===== config.mk =====
export PLATFORM = sky130hd
export DESIGN_NAME = arm_control_unit
export DESIGN_NICKNAME = d
export VERILOG_FILES = /design/src/rtl/arm_cu_pkg.sv /design/src/rtl/arm_cu_decoder.sv /design/src/rtl/arm_control_unit.sv
export SDC_FILE = /design/constraint.sdc
export NUM_CORES = 1
export LEC_CHECK = 0
export ABC_CLOCK_PERIOD_IN_PS = 1600
export CAP_MARGIN = 20
export CORE_MARGIN = 5
export CORE_UTILIZATION = 37
export CTS_CLUSTER_SIZE = 14
export DETAILED_ROUTE_END_ITERATION = 10
export PLACE_DENSITY = 0.8
export SLEW_MARGIN = 30
export SYNTH_ARGS = -nofsm -noshare
export SYNTH_HDL_FRONTEND = slang
export SYNTH_SLANG_ARGS = --single-unit

===== constraint.sdc =====
create_clock -name clk -period 1.6 [get_ports clk]
set_input_delay 0.32 -clock clk [delete_from_list [all_inputs] [get_ports clk]]
set_output_delay 0.32 -clock clk [all_outputs]
set_load 0.01 [all_outputs]

===== src/rtl/arm_cu_pkg.sv =====
// Shared state codes, mux-select constants, ALU op and data-type codes for the ARM control unit.
package arm_cu_pkg;

    typedef enum logic [4:0] {
        S0  = 5'd0,  S1  = 5'd1,  S2  = 5'd2,  S3  = 5'd3,  S4  = 5'd4,
        S5  = 5'd5,  S6  = 5'd6,  S10 = 5'd10, S11 = 5'd11, S20 = 5'd20,
        S21 = 5'd21, S22 = 5'd22, S23 = 5'd23, S24 = 5'd24, S25 = 5'd25
    } state_t;

    localparam logic [1:0] MA_RN    = 2'b00, MA_MDR  = 2'b01, MA_R15 = 2'b10, MA_RD     = 2'b11;
    localparam logic [1:0] MB_SHIFT = 2'b00, MB_IMM  = 2'b01, MB_FOUR = 2'b10, MB_SIMM24 = 2'b11;
    localparam logic [1:0] MC_RD    = 2'b00, MC_R15  = 2'b01, MC_R14 = 2'b10, MC_RN     = 2'b11;

    localparam logic [4:0] OP_ADD   = 5'b00100;
    localparam logic [4:0] OP_SUB   = 5'b00010;
    localparam logic [4:0] OP_PASSA = 5'b10000;

    localparam logic [1:0] DT_BYTE = 2'b00, DT_HALF = 2'b01, DT_WORD = 2'b10;

    typedef struct packed {
        logic       fr_ld;
        logic       rf_ld;
        logic       ir_ld;
        logic       mar_ld;
        logic       mdr_ld;
        logic       r_w;
        logic       mov;
        logic [1:0] ma;
        logic [1:0] mb;
        logic [1:0] mc;
        logic       md;
        logic       me;
        logic [4:0] op;
        logic [1:0] dt;
    } ctrl_t;

    // Mode 3 (IR[27:26]=00) flags an immediate offset with IR[22]; mode 2 flags a register offset with IR[25].
    function automatic logic [1:0] mb_offset(input logic [31:0] ir);
        if (ir[27:26] == 2'b00)
            return ir[22] ? MB_IMM : MB_SHIFT;
        else
            return ir[25] ? MB_SHIFT : MB_IMM;
    endfunction

endpackage


===== src/rtl/arm_cu_decoder.sv =====
// Decode-state target selection: maps IR and the condition result to the state after S5.
import arm_cu_pkg::*;

module arm_cu_decoder (
    input  logic [31:0] ir,
    input  logic        cond,
    output state_t      next_state,
    output logic [1:0]  dt
);
    logic unused_ir;
    assign unused_ir = ^{ir[31:28], ir[23], ir[21:8], ir[6:5], ir[3:0]};

    always_comb begin
        next_state = S1;
        dt         = DT_WORD;
        if (!cond)
            next_state = S1;
        else if (ir[27:25] == 3'b101)
            next_state = ir[24] ? S10 : S11;
        else if (ir[27:25] == 3'b000 && ir[7] && ir[4]) begin
            next_state = S20;
            dt         = DT_HALF;
        end else if (ir[27:26] == 2'b00)
            next_state = S6;
        else if (ir[27:26] == 2'b01) begin
            next_state = S20;
            dt         = ir[22] ? DT_BYTE : DT_WORD;
        end
    end
endmodule


===== src/rtl/arm_control_unit.sv =====
// Moore sequencer for the multicycle ARM datapath. Define CU_TRACE_EN to print a per-edge
// trace of state and outputs while debug=1.
import arm_cu_pkg::*;

module arm_control_unit (
    input  logic        clk,
    input  logic        clr,
    output logic        FR_ld,
    output logic        RF_ld,
    output logic        IR_ld,
    output logic        MAR_ld,
    output logic        MDR_ld,
    output logic        R_W,
    output logic        MOV,
    output logic [1:0]  MA,
    output logic [1:0]  MB,
    output logic [1:0]  MC,
    output logic        MD,
    output logic        ME,
    output logic [4:0]  OP,
    output logic [1:0]  DT,
    input  logic [31:0] IR,
    input  logic        MOC,
    input  logic        COND,
    input  logic        debug
);
    state_t     state;
    state_t     dec_next;
    logic [1:0] dec_dt;
    logic [1:0] dt_q;
    ctrl_t      c;

    arm_cu_decoder u_dec (
        .ir         (IR),
        .cond       (COND),
        .next_state (dec_next),
        .dt         (dec_dt)
    );

    always_ff @(posedge clk) begin
        if (clr) begin
            state <= S0;
            dt_q  <= DT_WORD;
        end else begin
            case (state)
                S0:  state <= S1;
                S1:  state <= S2;
                S2:  state <= S3;
                S3:  state <= MOC ? S4 : S3;
                S4:  state <= S5;
                S5: begin
                    state <= dec_next;
                    // Transfer size is captured here so it stays stable through the whole access.
                    if (dec_next == S20)
                        dt_q <= dec_dt;
                end
                S6:  state <= S1;
                S10: state <= S11;
                S11: state <= S1;
                S20: state <= S21;
                S21: state <= IR[20] ? S22 : S24;
                S22: state <= MOC ? S23 : S22;
                S23: state <= S1;
                S24: state <= S25;
                S25: state <= MOC ? S1 : S25;
                default: state <= S0;
            endcase
        end
    end

    always_comb begin
        c    = '0;
        c.op = OP_PASSA;
        c.dt = (state inside {S20, S21, S22, S23, S24, S25}) ? dt_q : DT_WORD;
        case (state)
            S1: begin
                c.me     = 1'b1;
                c.mar_ld = 1'b1;
            end
            S2: begin
                c.ma     = MA_R15;
                c.mb     = MB_FOUR;
                c.op     = OP_ADD;
                c.mc     = MC_R15;
                c.rf_ld  = 1'b1;
                c.mov    = 1'b1;
                c.r_w    = 1'b1;
                c.mdr_ld = 1'b1;
            end
            S3, S22: begin
                c.mov    = 1'b1;
                c.r_w    = 1'b1;
                c.mdr_ld = 1'b1;
            end
            S4: c.ir_ld = 1'b1;
            S6: begin
                c.ma    = MA_RN;
                c.mb    = IR[25] ? MB_IMM : MB_SHIFT;
                c.op    = {1'b0, IR[24:21]};
                c.mc    = MC_RD;
                // TST/TEQ/CMP/CMN only set flags.
                c.rf_ld = (IR[24:23] != 2'b10);
                c.fr_ld = IR[20];
            end
            S10: begin
                c.ma    = MA_R15;
                c.mc    = MC_R14;
                c.rf_ld = 1'b1;
            end
            S11: begin
                c.ma    = MA_R15;
                c.mb    = MB_SIMM24;
                c.op    = OP_ADD;
                c.mc    = MC_R15;
                c.rf_ld = 1'b1;
            end
            S20: begin
                c.ma     = MA_RN;
                c.mb     = mb_offset(IR);
                c.op     = IR[24] ? (IR[23] ? OP_ADD : OP_SUB) : OP_PASSA;
                c.mar_ld = 1'b1;
            end
            S21: begin
                c.ma    = MA_RN;
                c.mb    = mb_offset(IR);
                c.op    = IR[23] ? OP_ADD : OP_SUB;
                c.mc    = MC_RN;
                c.rf_ld = IR[21] | ~IR[24];
            end
            S23: begin
                c.ma    = MA_MDR;
                c.mc    = MC_RD;
                c.rf_ld = 1'b1;
            end
            S24: begin
                c.ma     = MA_RD;
                c.md     = 1'b1;
                c.mdr_ld = 1'b1;
            end
            S25: c.mov = 1'b1;
            default: ;
        endcase
    end

    assign FR_ld  = c.fr_ld;
    assign RF_ld  = c.rf_ld;
    assign IR_ld  = c.ir_ld;
    assign MAR_ld = c.mar_ld;
    assign MDR_ld = c.mdr_ld;
    assign R_W    = c.r_w;
    assign MOV    = c.mov;
    assign MA     = c.ma;
    assign MB     = c.mb;
    assign MC     = c.mc;
    assign MD     = c.md;
    assign ME     = c.me;
    assign OP     = c.op;
    assign DT     = c.dt;

`ifdef CU_TRACE_EN
    always @(posedge clk) begin
        if (debug)
            $display("cu state=%0d FR_ld=%b RF_ld=%b IR_ld=%b MAR_ld=%b MDR_ld=%b R_W=%b MOV=%b MA=%b MB=%b MC=%b MD=%b ME=%b OP=%b DT=%b",
                     state, FR_ld, RF_ld, IR_ld, MAR_ld, MDR_ld, R_W, MOV, MA, MB, MC, MD, ME, OP, DT);
    end
`else
    logic unused_debug;
    assign unused_debug = debug;
`endif
endmodule


# Word-level counts from Yosys, hierarchy flattened
# Index checks and enable logic that the tools add are counted.
op_classes:
  reduce_logical: 16
  bitwise_logic: 2
  n_eq_ne: 18
  muxes: 37
ops:
  columns: ["operator", "count"]
  rows:
  - ["$pmux W5 S12", 1]
  - ["$eq A5 B5 Y1 const B", 7]
  - ["$mux W5", 7]
  - ["$pmux W5 S4", 1]
  - ["$reduce_or A4 Y1", 4]
  - ["$eq A5 B3 Y1 const B", 3]
  - ["$mux W1", 14]
  - ["$mux W2", 7]
  - ["$pmux W2 S3", 2]
  - ["$eq A5 B2 Y1 const B", 2]
  - ["$eq A5 B4 Y1 const B", 2]
  - ["$pmux W2 S4", 1]
  - ["$mux W3", 2]
  - ["$reduce_bool A6 Y1", 1]
  - ["$reduce_or A2 Y1", 3]
  - ["$reduce_or A3 Y1", 2]
  - ["$eq A5 B1 Y1 const B", 1]
  - ["$logic_not A5 Y1", 1]
  - ["$mux W4", 1]
  - ["$eq A3 B3 Y1 const B", 1]
  - ["$logic_not A3 Y1", 1]
  - ["$pmux W1 S3", 1]
  - ["$eq A2 B1 Y1 const B", 1]
  - ["$logic_and A1 B1 Y1", 2]
  - ["5 further kinds", 5]
word_totals:
  register_bits: 7
  word_cells: 75
  out_inout_bits: 22
  in_bits: 37

# Depth between registers and ports, before layout
# Gate-level depths: netlist (run 1).
depth:
  word_depth: 8
  depth_mapped: 6
  ltp_nobuf: 4

# Modules after synthesis
# Synthesis (run 1) repeated with hierarchy kept, for this count alone.
hier_totals:
  cells_unflattened: 148
  hier_area_um2: 1008.5
by_module_without_submodules:
  columns: ["mod", "area_each_um2", "instances", "cells_each"]
  rows:
  - ["arm_control_unit", 924.6, 1, 137]
  - ["arm_cu_decoder", 83.8, 1, 11]

# Worst setup path after synthesis (run 1)
# No wires, ideal clock.
synth_path:
  path_type: "flip-flop to output port"
  from: "reg state[2]"
  to: "out OP[1]"
  n_path_buf: 1
  required_ns: 1.280
  setup_slack_ns: -0.010
  stages_incl_launch_ff: 5
  arrival_ns: 1.290
  cell_sequence: "dfxtp_1 -> buf_6 -> nor2b_1 -> nand2_1 -> o41ai_1"
synth_via:
  elab_chain_len: 3
  word_cells_on_any_way: 7
synth_lines:
  columns: ["item", "line", "rtl"]
  rows:
  - ["start: declaration", "arm_control_unit.sv:27", "state_t state;"]
  - ["start signal: assignment", "arm_control_unit.sv:49", "S3: state <= MOC ? S4 : S3;"]
  - ["start signal: assignment", "arm_control_unit.sv:52", "state <= dec_next;"]
  - ["start signal: assignment", "arm_control_unit.sv:61", "S21: state <= IR[20] ? S22 : S24;"]
  - ["$eq A5 B2 Y1 / $eq A5 B4 Y1 (equally long branches)", "arm_control_unit.sv:75", "case (state)"]
  - ["$reduce_or A2 Y1 (no source line)", null, null]
  - ["$pmux W5 S4 *", "arm_control_unit.sv:75", null]
  - ["end: declaration", "arm_control_unit.sv:20", "output logic [4:0] OP,"]
# Every way passes the cells marked *; elsewhere a longest branch is shown, timed or not.

# Worst setup path in the final report (run 1)
layout_path:
  from: "reg state[2]"
  to: "out MB[0]"
layout_via:
  elab_chain_len: 3
  word_cells_on_any_way: 7
layout_lines:
  columns: ["item", "line", "rtl"]
  rows:
  - ["$eq A5 B5 Y1", "arm_control_unit.sv:75", null]
  - ["$reduce_or A2 Y1 (no source line)", null, null]
  - ["$pmux W2 S4 *", "arm_control_unit.sv:75", null]
  - ["end: declaration", "arm_control_unit.sv:16", "output logic [1:0] MB,"]
# Marked as above.

==> results of run 1 <==
kinds of logic (layout without fill, tap and decap cells):
| group | after synthesis | count (layout) |
|---|---|---|
| DFF | 7 | 7 |
| muxes | 1 | 1 |
| AOI/OAI and AO/OA | 45 | 45 |
| and+or+nand+nor | 69 | 69 |
| buffers and inverters | 15 | 110 |
| xor gates and xnor gates | 1 | 1 |
power breakdown:
| part | switching [mW] | internal, mW |
|---|---|---|
| logic | 0.250 | 0.312 |
| clock network | 0.0710 | 0.0955 |
| registers | 0.0202 | 0.178 |
| total | 0.341 | 0.586 |
repair_timing:
action | in CTS | in global routing
buffers inserted | 17 | 5
cloned | 1 | 0
endpoints found under the hold margin | 0 | 0
pin swaps | 22 | 13
setup endpoints to repair | 28 | 29
gates resized for setup | 160 | 19
cells in the final DEF (no fill, tap or decap), types with 3 or more instances in the layout:
cell             synthesis  layout
nor3_1                   4       3
o21ai_0                  6       3
buf_4                    2      49
nand2_1                 10       8
dfxtp_4                  0       5
buf_2                    6      18
nand2b_1                 8       5
clkbuf_4                 0       3
and2_1                   3       3
buf_6                    3      19
and3_4                   0       4
nor2_1                  13      10
clkdlybuf4s50_1          0      12
a21oi_2                  0       5
a31oi_1                  6       5
nand2b_4                 1       5
nor2b_4                  0       3
a21oi_1                 11       6
o21ai_1                  2       4
nor2_4                   0       3
worst paths after layout:
path	from	endpoint	slack [ns]	depth (start not counted)
setup reg to reg	state[1]	dt_q[1]	-0.05	7
hold / removal	dt_q[1]	dt_q[1]	0.46	1
hold reg to reg	dt_q[1]	dt_q[1]	0.46	1
setup / recovery	state[2]	MB[0]	-0.31	6
routing by layer:
layer | up-vias | track usage
met5 | - | 0
met3 | 42 | 0.0629
met2 | 127 | 0.520
met1 | 767 | 0.294
met4 | 0 | 0.130
li1 | 704 | -
state kept, by name, indices dropped and copies added (netlist names):
name,flops
dt_q,2
state,5
cell type report:
class / instances / share of cell area
repair buffers: 103 / 0.426
clock buffers: 4 / 0.0126
well taps: 30 / 0.0180
flip-flops and latches: 7 / 0.0762
multi-input cells: 116 / 0.460
inverters: 3 / 0.00720
==> metrics.txt, run 1 <==
clock latency on the worst-skew pair 0.26 ns; XOR/XNOR share of the synthesized area 0.00908; top sig layer met4; GPL Wtd Cong about 0.91; pins over their slew limit 0; failing checks negative setup slack; Tmin final 1.91 ns; CTS Hold Bufs 0; area occupied by multi-input gates 958 µm²; top post-synthesis cells by area dfxtp_1 (15%), a21oi_1 (5.7%), nand2b_1 (5.2%), nor2_1 (5.1%), a31oi_1 (3.9%); H-tree depth 1; syn_nets 175; DR vias/cell 6.24; remaining antenna violation count 0; largest area contributor in the netlist dfxtp_1; Final Cell Area 2080 µm²; post-synthesis adder-cell area fraction 0; worst min path class reg -> reg; pin count of the biggest net entering global routing 12; Hold Slack 0.461 ns; Cell Area, Synth between 900 and 1000 µm²; YS warnings 0; run status finished, violations left; simple-gate area share of the yosys netlist 0.427; Critical Path RT between 1 and 1.5 ns; Synth top area share 0.145; share of cells above drive strength 1 0.601; GR Overflow Total 0; initial antenna violation count 0; Die ar. 3730 µm²; Mapped Avg Cell Area 6.99 µm²; synthesized instance count 138; Root Driver clkbuf_4; register area share after synthesis 0.145; most frequent cell after synthesis nor2_1; drt total wl 5470 µm; Final #Nets 271; Compound-Gate Fraction of Synth Area 0.311; I/O pin count 59; Crit path max-delay family buffers and inverters; fillers around 140; drt first pass iters 4; initial core utilization 0.389; Detailed Place HPWL about 3000 µm; Post-Place Worst Slack -0.652 ns; number of global-route vias before repair 1649; fmax 523 MHz; Core Box Area 2480 µm²; Area growth, synth to finish 116%; synthesized flop and latch total 7; crit share post-route 1.20; Final Hold Vio Count 0; fin cells 263; Post-synth EDFFs 0; DP Area around 1600 µm²; ys flop type dfxtp_1; RSZ-0062 raised after global routing yes; setup ws final -0.314 ns; CTS Buf Count 3; register area 159 µm²; Die W 61.1 µm; M1 WL 2000 µm; Residual DRC 0; cell leakage power 0.932 nW; Max clock buf depth 2; CP startpoint kind flop; Crit path largest cell delay 0.40 ns; largest family of logic cells by synthesized area simple AND/OR/NAND/NOR gates; aggregate global-route resource usage 0.279; CP Capture Type primary output; die height between 60 and 70 µm; DR vias 1640; crit-path max FO 8; Critical Path AT around 1.6 ns; Iteration-0 DRC Markers 64; I/O Buffers 35; placed insts roughly 240; CTS Sinks 7; worst vdd ir 0.620 mV; WP buf/inv 3; crit-path cells buf_6 -> and2b_2 -> buf_4 -> a21oi_2 -> o32ai_2 -> buf_2; Synth top cells by count nor2_1 (13), a21oi_1 (11), nand2_1 (10); slew of the pin with the lowest slew margin 0.353 ns; Clock transition at path regs 0.05 ns; Power Density 445 nW/µm²; multiplexer area fraction after synthesis 0.0104; post-synth cell types 48; first-pass GRT wire length roughly 7700 µm; Slowest cell on crit path dfxtp_4; diode count 0; met3 wire length roughly 390 µm; Pwr Total 0.927 mW; Rel. slew slack 0.764; final setup vio count 26; final core utilization 0.841; CTS tree yes; maxcap violations 0; wire per inst 20.8 µm; DR WL met2 2720 µm; share of flip-flops with an asynchronous set or reset 0; row count 18; setup tns final -3.44 ns; WS Path Type reg -> out; clk_skew 0.000511 ns
(Power assumes the default switching activity.)
==> run 2: changes to the inputs <==
--- a/config.mk
+++ b/config.mk
@@ -12,7 +12,6 @@
 export CTS_CLUSTER_SIZE = 14
 export DETAILED_ROUTE_END_ITERATION = 10
 export PLACE_DENSITY = 0.8
-export SLEW_MARGIN = 30
 export SYNTH_ARGS = -nofsm -noshare
 export SYNTH_HDL_FRONTEND = slang
 export SYNTH_SLANG_ARGS = --single-unit
==> results of run 2 <==
No change in the layout: final DEF, timing and power equal those of run 1.
